File: src/rtl/proc_pkg.sv
// Shared definitions for the bus-processor control unit: opcodes, time-state
// encoding and register count.
package proc_pkg;

  // Number of general-purpose registers (R0..R7), 2**3
  localparam int unsigned NREG = 8;

  // Time-state encoding; kept as plain 2-bit constants for legacy tooling
  typedef logic [1:0] state_t;
  localparam state_t T0 = 2'd0;
  localparam state_t T1 = 2'd1;
  localparam state_t T2 = 2'd2;
  localparam state_t T3 = 2'd3;

  // Opcode field values (IR[8:6])
  localparam logic [2:0] OP_MV  = 3'b000;
  localparam logic [2:0] OP_MVI = 3'b001;
  localparam logic [2:0] OP_ADD = 3'b010;
  localparam logic [2:0] OP_SUB = 3'b011;

  // True for opcodes that need the A/G accumulate path (T2/T3)
  function automatic logic is_alu_op(input logic [2:0] op);
    return (op == OP_ADD) || (op == OP_SUB);
  endfunction

endpackage

File: src/rtl/reg_dec3to8.sv
// 3-bit register index to one-hot select. Index 0 (R0) maps to bit 7 so the
// select vectors read R0..R7 from MSB to LSB.
module reg_dec3to8
  import proc_pkg::*;
(
  input  logic [2:0]      idx_i,
  output logic [NREG-1:0] onehot_o
);

  // Reverse-ordered one-hot decode
  always_comb begin
    onehot_o = '0;
    unique case (idx_i)
      3'd0: onehot_o = 8'b1000_0000;
      3'd1: onehot_o = 8'b0100_0000;
      3'd2: onehot_o = 8'b0010_0000;
      3'd3: onehot_o = 8'b0001_0000;
      3'd4: onehot_o = 8'b0000_1000;
      3'd5: onehot_o = 8'b0000_0100;
      3'd6: onehot_o = 8'b0000_0010;
      3'd7: onehot_o = 8'b0000_0001;
      default: onehot_o = '0;
    endcase
  end

endmodule

File: src/rtl/proc_control_fsm.sv
// Instruction-sequencing control unit for the 16-bit bus processor.
// Fetches a 9-bit instruction into IR in T0, then walks T1..T3 driving the
// bus-mux selects and register load enables.
// Optional: define CTRL_ILLEGAL_FLAG_EN to add the Illegal output, which flags
// opcodes 100-111 in T1; otherwise those opcodes execute as a NOP.
module proc_control_fsm
  import proc_pkg::*;
#(
  parameter int unsigned DATA_W = 16,
  parameter int unsigned OPC_W  = 3,
  parameter int unsigned REG_W  = 3
) (
  input  logic              Clock,
  input  logic              Reset,
  input  logic              Run,
  input  logic [DATA_W-1:0] DIN,
  output logic              IRin,
  output logic [NREG-1:0]   Rout,
  output logic              Gout,
  output logic              DINout,
  output logic [NREG-1:0]   Rin,
  output logic              Ain,
  output logic              Gin,
  output logic              AddSub,
  output logic              Done
`ifdef CTRL_ILLEGAL_FLAG_EN
  ,
  output logic              Illegal
`endif
);

  localparam int unsigned IR_W = OPC_W + 2 * REG_W;

  state_t            state_q, state_d;
  logic [IR_W-1:0]   ir_q;
  logic              ir_load;
  logic [OPC_W-1:0]  ir_op;
  logic [REG_W-1:0]  ir_x, ir_y;
  logic [NREG-1:0]   x_sel, y_sel;

  // Upper DIN bits carry data only; the control unit never looks at them
  logic unused_din;
  assign unused_din = ^DIN[DATA_W-1:IR_W];

  assign ir_op = ir_q[IR_W-1 -: OPC_W];
  assign ir_x  = ir_q[2*REG_W-1 -: REG_W];
  assign ir_y  = ir_q[REG_W-1:0];

  // Run is only honoured in T0
  assign ir_load = (state_q == T0) && Run;

  reg_dec3to8 u_dec_x (
    .idx_i    (ir_x),
    .onehot_o (x_sel)
  );

  reg_dec3to8 u_dec_y (
    .idx_i    (ir_y),
    .onehot_o (y_sel)
  );

  // State and instruction register; Reset has priority over fetch
  always_ff @(posedge Clock) begin
    if (Reset) begin
      state_q <= T0;
      ir_q    <= '0;
    end else begin
      state_q <= state_d;
      if (ir_load) begin
        ir_q <= DIN[IR_W-1:0];
      end
    end
  end

  // Next-state: only add/sub continue past T1
  always_comb begin
    state_d = T0;
    unique case (state_q)
      T0:      state_d = Run ? T1 : T0;
      T1:      state_d = is_alu_op(ir_op) ? T2 : T0;
      T2:      state_d = T3;
      T3:      state_d = T0;
      default: state_d = T0;
    endcase
  end

  // Per-step selects and enables
  always_comb begin
    IRin   = 1'b0;
    Rout   = '0;
    Gout   = 1'b0;
    DINout = 1'b0;
    Rin    = '0;
    Ain    = 1'b0;
    Gin    = 1'b0;
    AddSub = 1'b0;
    Done   = 1'b0;
`ifdef CTRL_ILLEGAL_FLAG_EN
    Illegal = 1'b0;
`endif
    unique case (state_q)
      T0: begin
        // Masked during Reset: the fetch would be discarded anyway
        IRin = Run & ~Reset;
      end
      T1: begin
        unique case (ir_op)
          OP_MV: begin
            Rout = y_sel;
            Rin  = x_sel;
            Done = 1'b1;
          end
          OP_MVI: begin
            DINout = 1'b1;
            Rin    = x_sel;
            Done   = 1'b1;
          end
          OP_ADD, OP_SUB: begin
            Rout = x_sel;
            Ain  = 1'b1;
          end
          default: begin
            Done = 1'b1;
`ifdef CTRL_ILLEGAL_FLAG_EN
            Illegal = 1'b1;
`endif
          end
        endcase
      end
      T2: begin
        Rout   = y_sel;
        Gin    = 1'b1;
        AddSub = ir_op[0];
      end
      T3: begin
        Gout = 1'b1;
        Rin  = x_sel;
        Done = 1'b1;
      end
      default: ;
    endcase
  end

endmodule

File: config.mk
export PLATFORM = sky130hd
export DESIGN_NAME = proc_control_fsm
export DESIGN_NICKNAME = d
export VERILOG_FILES = /design/src/rtl/proc_pkg.sv /design/src/rtl/reg_dec3to8.sv /design/src/rtl/proc_control_fsm.sv
export SDC_FILE = /design/constraint.sdc
export NUM_CORES = 1
export LEC_CHECK = 0
export CELL_PAD_IN_SITES_DETAIL_PLACEMENT = 0
export CELL_PAD_IN_SITES_GLOBAL_PLACEMENT = 1
export CORE_MARGIN = 2
export CORE_UTILIZATION = 36
export CTS_CLUSTER_DIAMETER = 100
export DETAILED_ROUTE_END_ITERATION = 10
export HOLD_SLACK_MARGIN = 0.02
export PLACE_DENSITY = 0.84
export REMOVE_ABC_BUFFERS = 1
export SETUP_SLACK_MARGIN = 0.2
export SYNTH_ARGS = -nofsm -noshare
export SYNTH_HDL_FRONTEND = slang
export SYNTH_SLANG_ARGS = --single-unit
File: constraint.sdc
create_clock -name Clock -period 3 [get_ports Clock]
set_clock_uncertainty 0.1 [all_clocks]
set_input_delay 0.3 -clock Clock [delete_from_list [all_inputs] [get_ports Clock]]
set_output_delay 0.3 -clock Clock [all_outputs]
set_load 0.02 [all_outputs]
Yosys cells after proc, flatten, opt, wreduce, memory -nomap -nowiden
Memory sizes are Yosys's and may differ from the RTL's. A register that Yosys moved wholly into a read port is not among the register bits.
Index checks and enable logic that the tools add are counted.
{"block": "op_classes", "n_eq_ne": 6, "bitwise": 2, "muxes": 21, "reduce_logical": 6}
{"cell": "$pmux W8 S2", "count": 3}
{"cell": "$mux W3", "count": 4}
{"cell": "$mux W1", "count": 10}
{"cell": "$mux W8", "count": 1}
{"cell": "$pmux W2 S4", "count": 1}
{"cell": "$eq A3 B2 Y1 const B", "count": 2}
{"cell": "$eq A2 B2 Y1 const B", "count": 2}
{"cell": "$reduce_or A2 Y1", "count": 2}
{"cell": "$eq A3 B1 Y1 const B", "count": 1}
{"cell": "$logic_not A3 Y1", "count": 1}
{"cell": "$eq A2 B1 Y1 const B", "count": 1}
{"cell": "$logic_not A2 Y1", "count": 1}
{"cell": "$mux W2", "count": 1}
{"cell": "$pmux W1 S2", "count": 1}
{"cell": "$and A1 B1 Y1", "count": 1}
{"cell": "$logic_and A1 B1 Y1", "count": 1}
{"cell": "$logic_or A1 B1 Y1", "count": 1}
{"cell": "$not A1 Y1", "count": 1}
{"block": "word_totals", "word_cells": 39, "input_bits": 19, "register_bits": 11, "romBits": 128, "output_inout_bits": 23, "mem_count": 2}
{"memory": "(no name shown)", "depth": 8, "word_bits": 8, "read_ports": 1, "rd_ports_with_merged_regs": 1, "wr": 0, "line": "reg_dec3to8.sv:13", "rtl": "unique case (idx_i)"}
{"memory": "(no name shown)", "depth": 8, "word_bits": 8, "read_ports": 1, "rd_ports_with_merged_regs": 1, "wr": 0, "line": "reg_dec3to8.sv:13"}

Longest topological paths before layout
{"block": "logic_depth", "ltp_word": 4, "ltp_mapped": 7, "ltp_nobuf": 5}

By module
Synthesis repeated with hierarchy kept, for this count alone.
{"block": "hier_totals", "hier_cells": 97, "area_unflattened_um2": 773.2}
{"module": "proc_control_fsm", "n_inst": 1, "cells_per_inst": 81, "seq_area_each_um2": 220.2, "area_per_inst_um2": 643.1}
{"module": "reg_dec3to8", "n_inst": 2, "cells_per_inst": 8, "seq_area_each_um2": 0.0, "area_per_inst_um2": 65.1}

Least setup slack after synthesis
OpenSTA, ideal clock, no wires.
{"block": "synth_timing", "path_type": "reg-to-output", "start": "reg with a tool-made name", "end": "out Rout[0]", "arrival_ns": 1.481, "stages_incl_launch_ff": 7, "path_slack_ns": 1.119, "path_cell_list": "dfxtp_1 > inv_1 > ha_1 > and3b_1 > and2_4 > buf_6 > a22o_1"}
{"element": "to (decl)", "line": "proc_control_fsm.sv:18", "rtl": "output logic [NREG-1:0] Rout,"}

Final worst setup path
{"block": "layout_timing", "start": "reg state_q[0]", "end": "out IRin"}
{"block": "layout_between", "elab_chain_cells": 2}
{"element": "from (decl)", "line": "proc_control_fsm.sv:34", "rtl": "state_t state_q, state_d;"}
{"element": "from (signal assigned)", "line": "proc_control_fsm.sv:68", "rtl": "state_q <= state_d;"}
{"element": "$logic_not A2 Y1", "line": "proc_control_fsm.sv:101", "rtl": "unique case (state_q)"}
{"element": "$mux W1", "line": "proc_control_fsm.sv:101"}
{"element": "to (decl)", "line": "proc_control_fsm.sv:17", "rtl": "output logic IRin,"}
Every way passes these cells.

==> metrics.cfg <==
[status]
status=finished, final reports clean

[pwr]
power_frac_comb_pct=16.3
p_leak_nw=0.6513
p_per_area_nw_per_um2=403.1
swShare_pct=25.67
intPower_uw=524.8
pwr-share-clk_pct=28.5
p_total_uw=706.1
power_frac_seq_pct=55.1
peakVddDrop_uv=161.0
switchingPower_uw=181.3

[cts]
cts-hold-fix-buffers=0
cts_resized=0
insertion_delay_ns=0.26
numCtsBuffers=3
cts-htree-levels=1
cts_sinks=27
post-cts-setup-buffer-count=0
cts_root_buf=clkbuf_8
clk_path_buf_depth=2
path_clk_slew_ns=0.09
cts_tree=built

[drt]
drc=0
wirelength_mm=2.681
vias=1098
first_pass_iters=4
routed_via_density=4.924
drt_iter0_markers=17
ant_nets=0
wl_per_cell_um=12.02

[floorplan]
die_area_um2=4222
core_area_um2=3606
die_w_um=64.98
initial_core_util_pct=37.13
die_h_um=64.98
num_rows=22
pin_count=42

[global_route]
grt_pass1_wl_mm=4.581
grt_max_degree=22
antenna_found_initial=0
grt_overflow=0
first_global_vias=1017
grt_use_total_pct=13.61

[finish]
syn_to_final_growth_pct=30.84
nets=200
postLayoutCoreUtil_pct=48.58
diodes=0
multi_input_area_um2=724.4
fin_area_um2=1752
drive_above_1_share_pct=9.714
num-fill-cells=347
layout_commonest_cell=clkdlybuf4s50_1
ff_latch_area_um2=540.5
most-common-layout-cells=34 x clkdlybuf4s50_1, 27 x dfxtp_1, 11 x nor2_1, 11 x a21oi_1, 10 x nand2_1

[yosys]
synthFlopType=dfxtp_1
ys_warn_count=0
ys_seq_area_share_pct=40.37
synth.distinct_cells=39
yosysTopAreaCell=dfxtp_1
netlist_area_um2=1339
synth.area.top_cells=dfxtp_1 40%, a22o_1 5.2%, ha_1 4.7%, a21oi_1 4.1%, nor2b_1 3.7%
synth_top_area_share_pct=40.37
synth_edf_count=0
synth.avg_cell_area_um2=9.428
postSynthCellCount=142
ys_async_sr_fraction_pct=0
ys_ff_latch=27

[worst_setup_path]
cp-end-kind=output port
crit_type=flip-flop to output port
cp.arrival_ns=2.18
crit_family=buffers and inverters
start_kind=flip-flop
worstPathRequired_ns=2.60
cp_cell_sequence=inv_1, ha_1, nand2_4, nor2_1, clkdlybuf4s50_1
cp_slowest_cell=clkdlybuf4s50_1
crit_buf_inv=2
slowest_delay_ns=0.61
cp_max_fo=16

[worst_hold_path]
hold_path.class=flip-flop to flip-flop

[place]
port-buffer-count=34
place_hpwl_mm=2.155
place_area_um2=1702
gp_congestion=0.7284

[run]
cap_violations=0

[sta]
hold_violations=0
worstMarginPinSlew_ns=0.4507
fmax_mhz=387.5
tns_ns=0
fin_crit_ns=2.581
post-route-period-util_pct=86.02
hold_ws_ns=0.3959
grt_setup_unrepaired=no
maxSlewViolCount=0
setup_violations=0
slew_headroom_pct=69.95

[routing by layer]
metal	global-route usage, %	vias to the layer above	share of wire, %
met4	4.787	0	0.82
met3	1.389	2	3.0
met5	0	-	0
met1	17.47	502	48
li1	-	570	-
met2	23.58	24	48
[power groups by stage]
stage | clock, mW | sequential (mW) | combinational [mW]
CTS | 0.205 | 0.389 | 0.116
finish | 0.202 | 0.389 | 0.115
detailed placement | 0 | 0.398 | 0.115
floorplan | 0 | 0.393 | 0.0689
global placement | 0 | 0.396 | 0.113
global route | 0.224 | 0.392 | 0.127
[state kept, by name, summed over array words and instances, names as in the netlist, named ones only]
| signal | flops |
|---|---|
| state_q | 1 |
| ir_q | 9 |
| u_dec_x.onehot_o | 8 |
| u_dec_y.onehot_o | 8 |
[synth_stat cells, types with 2 or more instances]
library cell / instances
ha_1: 5
mux2i_1: 3
a211oi_1: 3
a21oi_1: 11
a21boi_1: 2
nor3_1: 6
clkbuf_1: 2
buf_4: 3
nor3b_2: 3
nand3_1: 2
nor2_1: 11
nor2b_1: 8
dfxtp_1: 27
a22o_1: 8
a31oi_1: 3
buf_6: 2
and2_1: 3
nand2_1: 10
and4b_1: 2
nand3b_1: 4
inv_1: 6
[final cells by class]
type | count | share of cell area [%]
Tap cell | 48 | 3.429
Multi-Input combinational cell | 102 | 41.36
Clock inverter | 1 | 0.4286
Inverter | 6 | 1.286
Clock buffer | 3 | 2.357
Sequential cell | 27 | 30.86
Timing Repair Buffer | 36 | 20.29
[worst reg2reg max path, delay by kind of cell, from the launching register on]
kind | cells | cell delay [ns]
and+or+nand+nor | 2 | 0.52
DFF | 1 | 0.40
adders and majority gates | 1 | 0.37
AOI/OAI and AO/OA | 1 | 0.34
buffers and inverters | 1 | 0.10
[cell families (layout without fill, tap and decap cells)]
logic type,after synthesis,after routing,synth area share [%]
muxes,6,6,6.074
buffers and inverters,13,46,5.607
and+or+nand+nor,59,59,26.92
AOI/OAI and AO/OA,32,32,16.36
DFF,27,27,40.37
adders and majority gates,5,5,4.673
[per-stage QoR]
stage          instances  worst slack, ns
2_1_floorplan        135            1.207
3_5_place_dp         219           0.6063
6_report             223           0.4195
3_3_place_gp         219           0.6661
5_1_grt              223           0.2833
4_1_cts              223           0.3135
[worst paths after layout]
path,startpoint,end,slack [ns],depth (start not counted)
hold reg to reg,ir_q[1]$_SDFFE_PP0N_,ir_q[1]$_SDFFE_PP0N_,0.40,2
hold / removal,ir_q[1]$_SDFFE_PP0N_,ir_q[1]$_SDFFE_PP0N_,0.40,2
setup reg to reg,state_q[0]$_SDFF_PP0_,u_dec_y.onehot_o[5]$_SDFF_PP0_,1.10,5
setup / recovery,state_q[0]$_SDFF_PP0_,IRin,0.42,5
No activity file was read; power rests on OpenSTA's default activity.
